$ cat src/rtl/instr_fetch_unit.sv
// Instruction fetch unit: one outstanding read at a time, a single-entry instruction
// register with a valid/ready handshake, and sticky misalignment and timeout errors.
module instr_fetch_unit #(
    parameter logic [63:0] RESET_PC    = 64'h0,
    parameter int          TIMEOUT_CYC = 16
) (
    input  logic        clk,
    input  logic        rst_n,
    input  logic        run,
    input  logic        flush,
    input  logic [63:0] pc_in,
    output logic        mem_rd_req,
    output logic [63:0] mem_addr,
    input  logic        mem_rd_ack,
    input  logic [31:0] mem_rdata,
    output logic [31:0] ir_out,
    output logic [6:0]  ir6_0,
    output logic        ir_valid,
    input  logic        ir_ready,
    output logic [63:0] pc_out,
    output logic        misaligned_err,
    output logic        timeout_err
);

    typedef enum logic [1:0] {
        IDLE = 2'd0,
        REQ  = 2'd1,
        FULL = 2'd2,
        ERR  = 2'd3
    } state_t;

    localparam logic [7:0] CNT_LAST = 8'(TIMEOUT_CYC - 1);

    state_t      state;
    state_t      state_nxt;
    logic [63:0] pc;
    logic [63:0] pc_nxt;
    logic [63:0] pc_inc;
    logic [63:0] pc_out_nxt;
    logic [31:0] ir_nxt;
    logic [7:0]  cnt;
    logic [7:0]  cnt_nxt;
    logic        mis_nxt;
    logic        to_nxt;

    assign mem_addr = pc;
    assign ir6_0    = ir_out[6:0];
    assign pc_inc   = pc + 64'd4;

    always_ff @(posedge clk or negedge rst_n) begin
        if (!rst_n) begin
            state <= IDLE;
        end else begin
            state <= state_nxt;
        end
    end

    // flush is evaluated first so it overrides any ack or transfer in the same cycle
    always_comb begin
        state_nxt  = state;
        pc_nxt     = pc;
        pc_out_nxt = pc_out;
        ir_nxt     = ir_out;
        cnt_nxt    = cnt;
        mis_nxt    = misaligned_err;
        to_nxt     = timeout_err;

        if (flush) begin
            state_nxt = IDLE;
            pc_nxt    = pc_in;
            cnt_nxt   = 8'd0;
            mis_nxt   = 1'b0;
            to_nxt    = 1'b0;
        end else begin
            case (state)
                IDLE: begin
                    if (run) begin
                        if (pc[1:0] == 2'b00) begin
                            state_nxt = REQ;
                            cnt_nxt   = 8'd0;
                        end else begin
                            state_nxt = ERR;
                            mis_nxt   = 1'b1;
                        end
                    end
                end
                REQ: begin
                    if (mem_rd_ack) begin
                        state_nxt  = FULL;
                        ir_nxt     = mem_rdata;
                        pc_out_nxt = pc;
                    end else if (cnt == CNT_LAST) begin
                        state_nxt = ERR;
                        to_nxt    = 1'b1;
                    end else begin
                        cnt_nxt = cnt + 8'd1;
                    end
                end
                FULL: begin
                    if (ir_ready) begin
                        pc_nxt = pc_inc;
                        if (run && (pc_inc[1:0] == 2'b00)) begin
                            state_nxt = REQ;
                            cnt_nxt   = 8'd0;
                        end else begin
                            state_nxt = IDLE;
                        end
                    end
                end
                ERR: begin
                    state_nxt = ERR;
                end
                default: begin
                    state_nxt = IDLE;
                end
            endcase
        end
    end

    // request and valid are registered straight from the next state, so they track it exactly
    always_ff @(posedge clk or negedge rst_n) begin
        if (!rst_n) begin
            pc             <= RESET_PC;
            pc_out         <= 64'd0;
            ir_out         <= 32'd0;
            ir_valid       <= 1'b0;
            mem_rd_req     <= 1'b0;
            cnt            <= 8'd0;
            misaligned_err <= 1'b0;
            timeout_err    <= 1'b0;
        end else begin
            pc             <= pc_nxt;
            pc_out         <= pc_out_nxt;
            ir_out         <= ir_nxt;
            ir_valid       <= (state_nxt == FULL);
            mem_rd_req     <= (state_nxt == REQ);
            cnt            <= cnt_nxt;
            misaligned_err <= mis_nxt;
            timeout_err    <= to_nxt;
        end
    end

endmodule

$ cat config.mk
export PLATFORM = sky130hd
export DESIGN_NAME = instr_fetch_unit
export DESIGN_NICKNAME = d
export VERILOG_FILES = /design/src/rtl/instr_fetch_unit.sv
export SDC_FILE = /design/constraint.sdc
export NUM_CORES = 1
export LEC_CHECK = 0
export ABC_AREA = 1
export CAP_MARGIN = 30
export CORE_MARGIN = 1.5
export CORE_UTILIZATION = 50
export CTS_CLUSTER_DIAMETER = 120
export DETAILED_ROUTE_END_ITERATION = 6
export PLACE_DENSITY = 0.86
export SYNTH_ARGS = -nofsm -noshare
export SYNTH_HDL_FRONTEND = slang
export SYNTH_SLANG_ARGS = --single-unit
$ cat constraint.sdc
create_clock -name clk -period 2.3 [get_ports clk]
set_input_delay 0.46 -clock clk [delete_from_list [all_inputs] [get_ports clk]]
set_output_delay 0.46 -clock clk [all_outputs]
set_load 0.01 [all_outputs]
==> results.toml <==
[outcome]
outcome = "complete, but fails checks"
failed_checks = "design-rule violations, negative hold slack"

[clock_tree]
clockBufferDepth = 2
cts_tree = "done"
clk_latency_ps = 440
cts_num_sinks = 174
htreeDepth = 4
clock-root-buffer = "clkbuf_16"
numCtsBuffers = 17
cts_hold_buf = 0
cts_setup_buffers = 0
post_cts_resized = 0
path_clk_slew_ps = 70

[synthesis]
synth_largest_area_cell = "dfrtp_1"
synth.distinct_cells = 41
async_flop_share_pct = 100
synth_top_area_share_pct = 47.0
yosys-top-cells-area = "dfrtp_1 (47%), nand2_1 (14%), o21ai_0 (5.7%)"
yosysSeqAreaShare_pct = 47.0
yosysWarnings = 0
synth-seq-cells = 174
synth_edf_count = 0
synth_area_per_cell_sq_um = 7.86
synth_ff_type = "dfrtp_1"
synth.net_count = 1283
synth_area_sq_um = 9260
netlist_instances = 1179

[floorplan]
rows = 49
die_w_um = 139
core_area_sq_um = 18100
start_util_pct = 51.2
io_pins = 273
die_area_sq_um = 19400
die_y_um = 139

[critical_path]
cp_slowest_stage_delay_ps = 610
cp-start-kind = "flip-flop"
r2r-end = "mem_addr[57]"
path_max_fanout = 6
cp.arrival_ps = 1600
crit_path_end_kind = "output pin"
crit_chain = "clkdlybuf4s50_1"
reg2reg_depth = 9
critical_path_class = "reg2out"
crit_cells = 1
required_ps = 1840
crit_family = "buffers and inverters"
path_buf_inv = 1
r2r_start = "mem_addr[9]"
regToRegSetupSlack_ps = 310
crit_slowest_cell = "clkdlybuf4s50_1"

[route]
totalWireLength_mm = 31.1
viasPerCell = 5.52
route.vias.total = 9279
ant_nets = 0
routedWlPerCell_um = 18.5
drc = 27
drt_iter0_drc = 1114
firstDrtPassIters = 7

[global_route]
gr-total-overflow = 0
track_usage_pct = 32.7
grt_antenna_before_repair = 0
grt_pass1_vias = 9178
grt_max_degree = 56
grt_pass1_wl_mm = 49.3

[sta]
rsz0062_at_grt = "no"
holdWs_ps = -21.8
setup_violations = 0
worstMarginPinSlew_ps = 585
fin_setup_tns_ps = 0
hold_viol = 7
period_share_pct = 89.5
layout_min_cycle_time_ps = 2060
relSlewSlack_pct = 61.0
fin_worst_skew_ps = 11.1
slew_violations = 0
fmax_mhz = 486

[pwr]
total_power_uw = 12000
ir_drop_mv = 0.527
leakagePower_uw = 0.00574
powerDensity_nw_per_um2 = 936

[finish]
diodes = 0
nets = 1543
final_area_sq_um = 12800
drive_gt1_share_pct = 8.34
areaGrowthSynthToFinish_pct = 38.5
fill_cells = 1427

[worst_hold_path]
hp-class = "in2async"

[place]
dpl.hpwl_mm = 23.8
gp_congestion = 1.03
port_buffers = 272
dpl_cell_area_sq_um = 12200

[flow_run]
cap_violations = 0
## cells in the mapped netlist (2+ instances only)
cell / number
o22ai_1: 2
nor3_1: 6
buf_2: 21
buf_6: 5
nand3_1: 92
buf_1: 4
nand2_1: 336
nor2_1: 132
o211ai_1: 11
o21ai_1: 6
nand2_4: 5
ha_1: 2
nand3_2: 2
a21oi_1: 10
inv_1: 115
inv_2: 5
buf_4: 8
mux2_1: 6
nand4_1: 18
mux2_2: 28
o21ai_0: 105
nand2_2: 13
nor3b_1: 5
nor2_2: 7
dfrtp_1: 174
o221ai_1: 3
xor2_1: 20
clkbuf_1: 8
nor2_4: 9
o21bai_1: 10
## worst register-to-register path, stage by stage, from the launching register on
cell and delay [ps]:
dfrtp_1 490, nand2_2 100, nor2_1 250, nand2_1 160, nor2_4 230, nand3_1 270, nor2_1 180, nand2_1 70
nand3_1 80, nand3_1 70
## power breakdown
part	switching (uW)	total [uW]	leakage (uW)	internal, uW
sequential	741	4710	0.00217	3960
clock	1270	3070	0.000297	1800
combinational	1870	4240	0.00328	2360
## metrics by stage
step | hold slack (ps) | cells | setup WS (ps) | util, %
after global placement | 465 | 1649 | 394 | 67.5
after global routing | 10.8 | 1680 | 178 | 71.0
after CTS | 9.84 | 1680 | 265 | 71.0
final | -21.8 | 1680 | 241 | 71.0
after detailed placement | 466 | 1649 | 331 | 67.5
after floorplan | 164 | 1179 | 691 | -
## cell families after synthesis
group	after synthesis	share of synthesized area, %
flops	174	47.0
buf+inv	166	7.74
mux	34	4.13
compound gates	152	9.08
fa+ha+maj	2	0.270
xor+xnor	20	1.89
simple gates	631	29.9
## per-layer routing
layer,wire [um],track usage [%],part of all wire (%),up-vias
li1,-,-,-,4308
met1,12600,42.6,41,4441
met2,14900,54.0,48,463
met3,2670,7.32,8.6,67
met4,895,11.2,2.9,0
met5,0,0,0,-
## final cells by class
cell class	instances	area [sq um]	share of cell area, %
Tap cell	229	287	2.23
Inverter	120	450	3.51
Clock buffer	20	467	3.64
Sequential cell	174	4350	33.9
Clock inverter	11	155	1.21
Multi-Input combinational cell	839	4200	32.7
Timing Repair Buffer	287	2920	22.7
## worst max path at each step
stage | end | start | slack [ps]
after floorplan | mem_addr[54] | mem_addr[3] | 690
after detailed placement | mem_addr[36] | ir_ready | 330
final | mem_addr[34] | mem_addr[34] | 240
after global routing | mem_addr[34] | mem_addr[34] | 180
after CTS | mem_addr[34] | mem_addr[34] | 270
after global placement | mem_addr[30] | ir_ready | 390
## flip-flops by register name, indices dropped and copies added (netlist names)
name	cells
mem_addr	64
pc_out	64
ir_out	32
cnt	8
state	2
ir_valid	1
mem_rd_req	1
misaligned_err	1
timeout_err	1
## placed cells by master, fill, tap and decap left out, types with 7 or more instances in the layout
master | netlist | final
o211ai_1 | 11 | 11
o21ai_0 | 105 | 105
xor2_1 | 20 | 20
buf_4 | 8 | 8
nand4_1 | 18 | 18
nand2_1 | 336 | 336
clkbuf_16 | 0 | 17
o21bai_1 | 10 | 10
inv_1 | 115 | 115
dfrtp_1 | 174 | 174
mux2_2 | 28 | 28
nor2_2 | 7 | 7
nand2_2 | 13 | 13
a21oi_1 | 10 | 10
nor2_4 | 9 | 9
nand3_1 | 92 | 92
nor2_1 | 132 | 132
clkdlybuf4s50_1 | 0 | 270
buf_12 | 0 | 7
(Power assumes the default switching activity.)
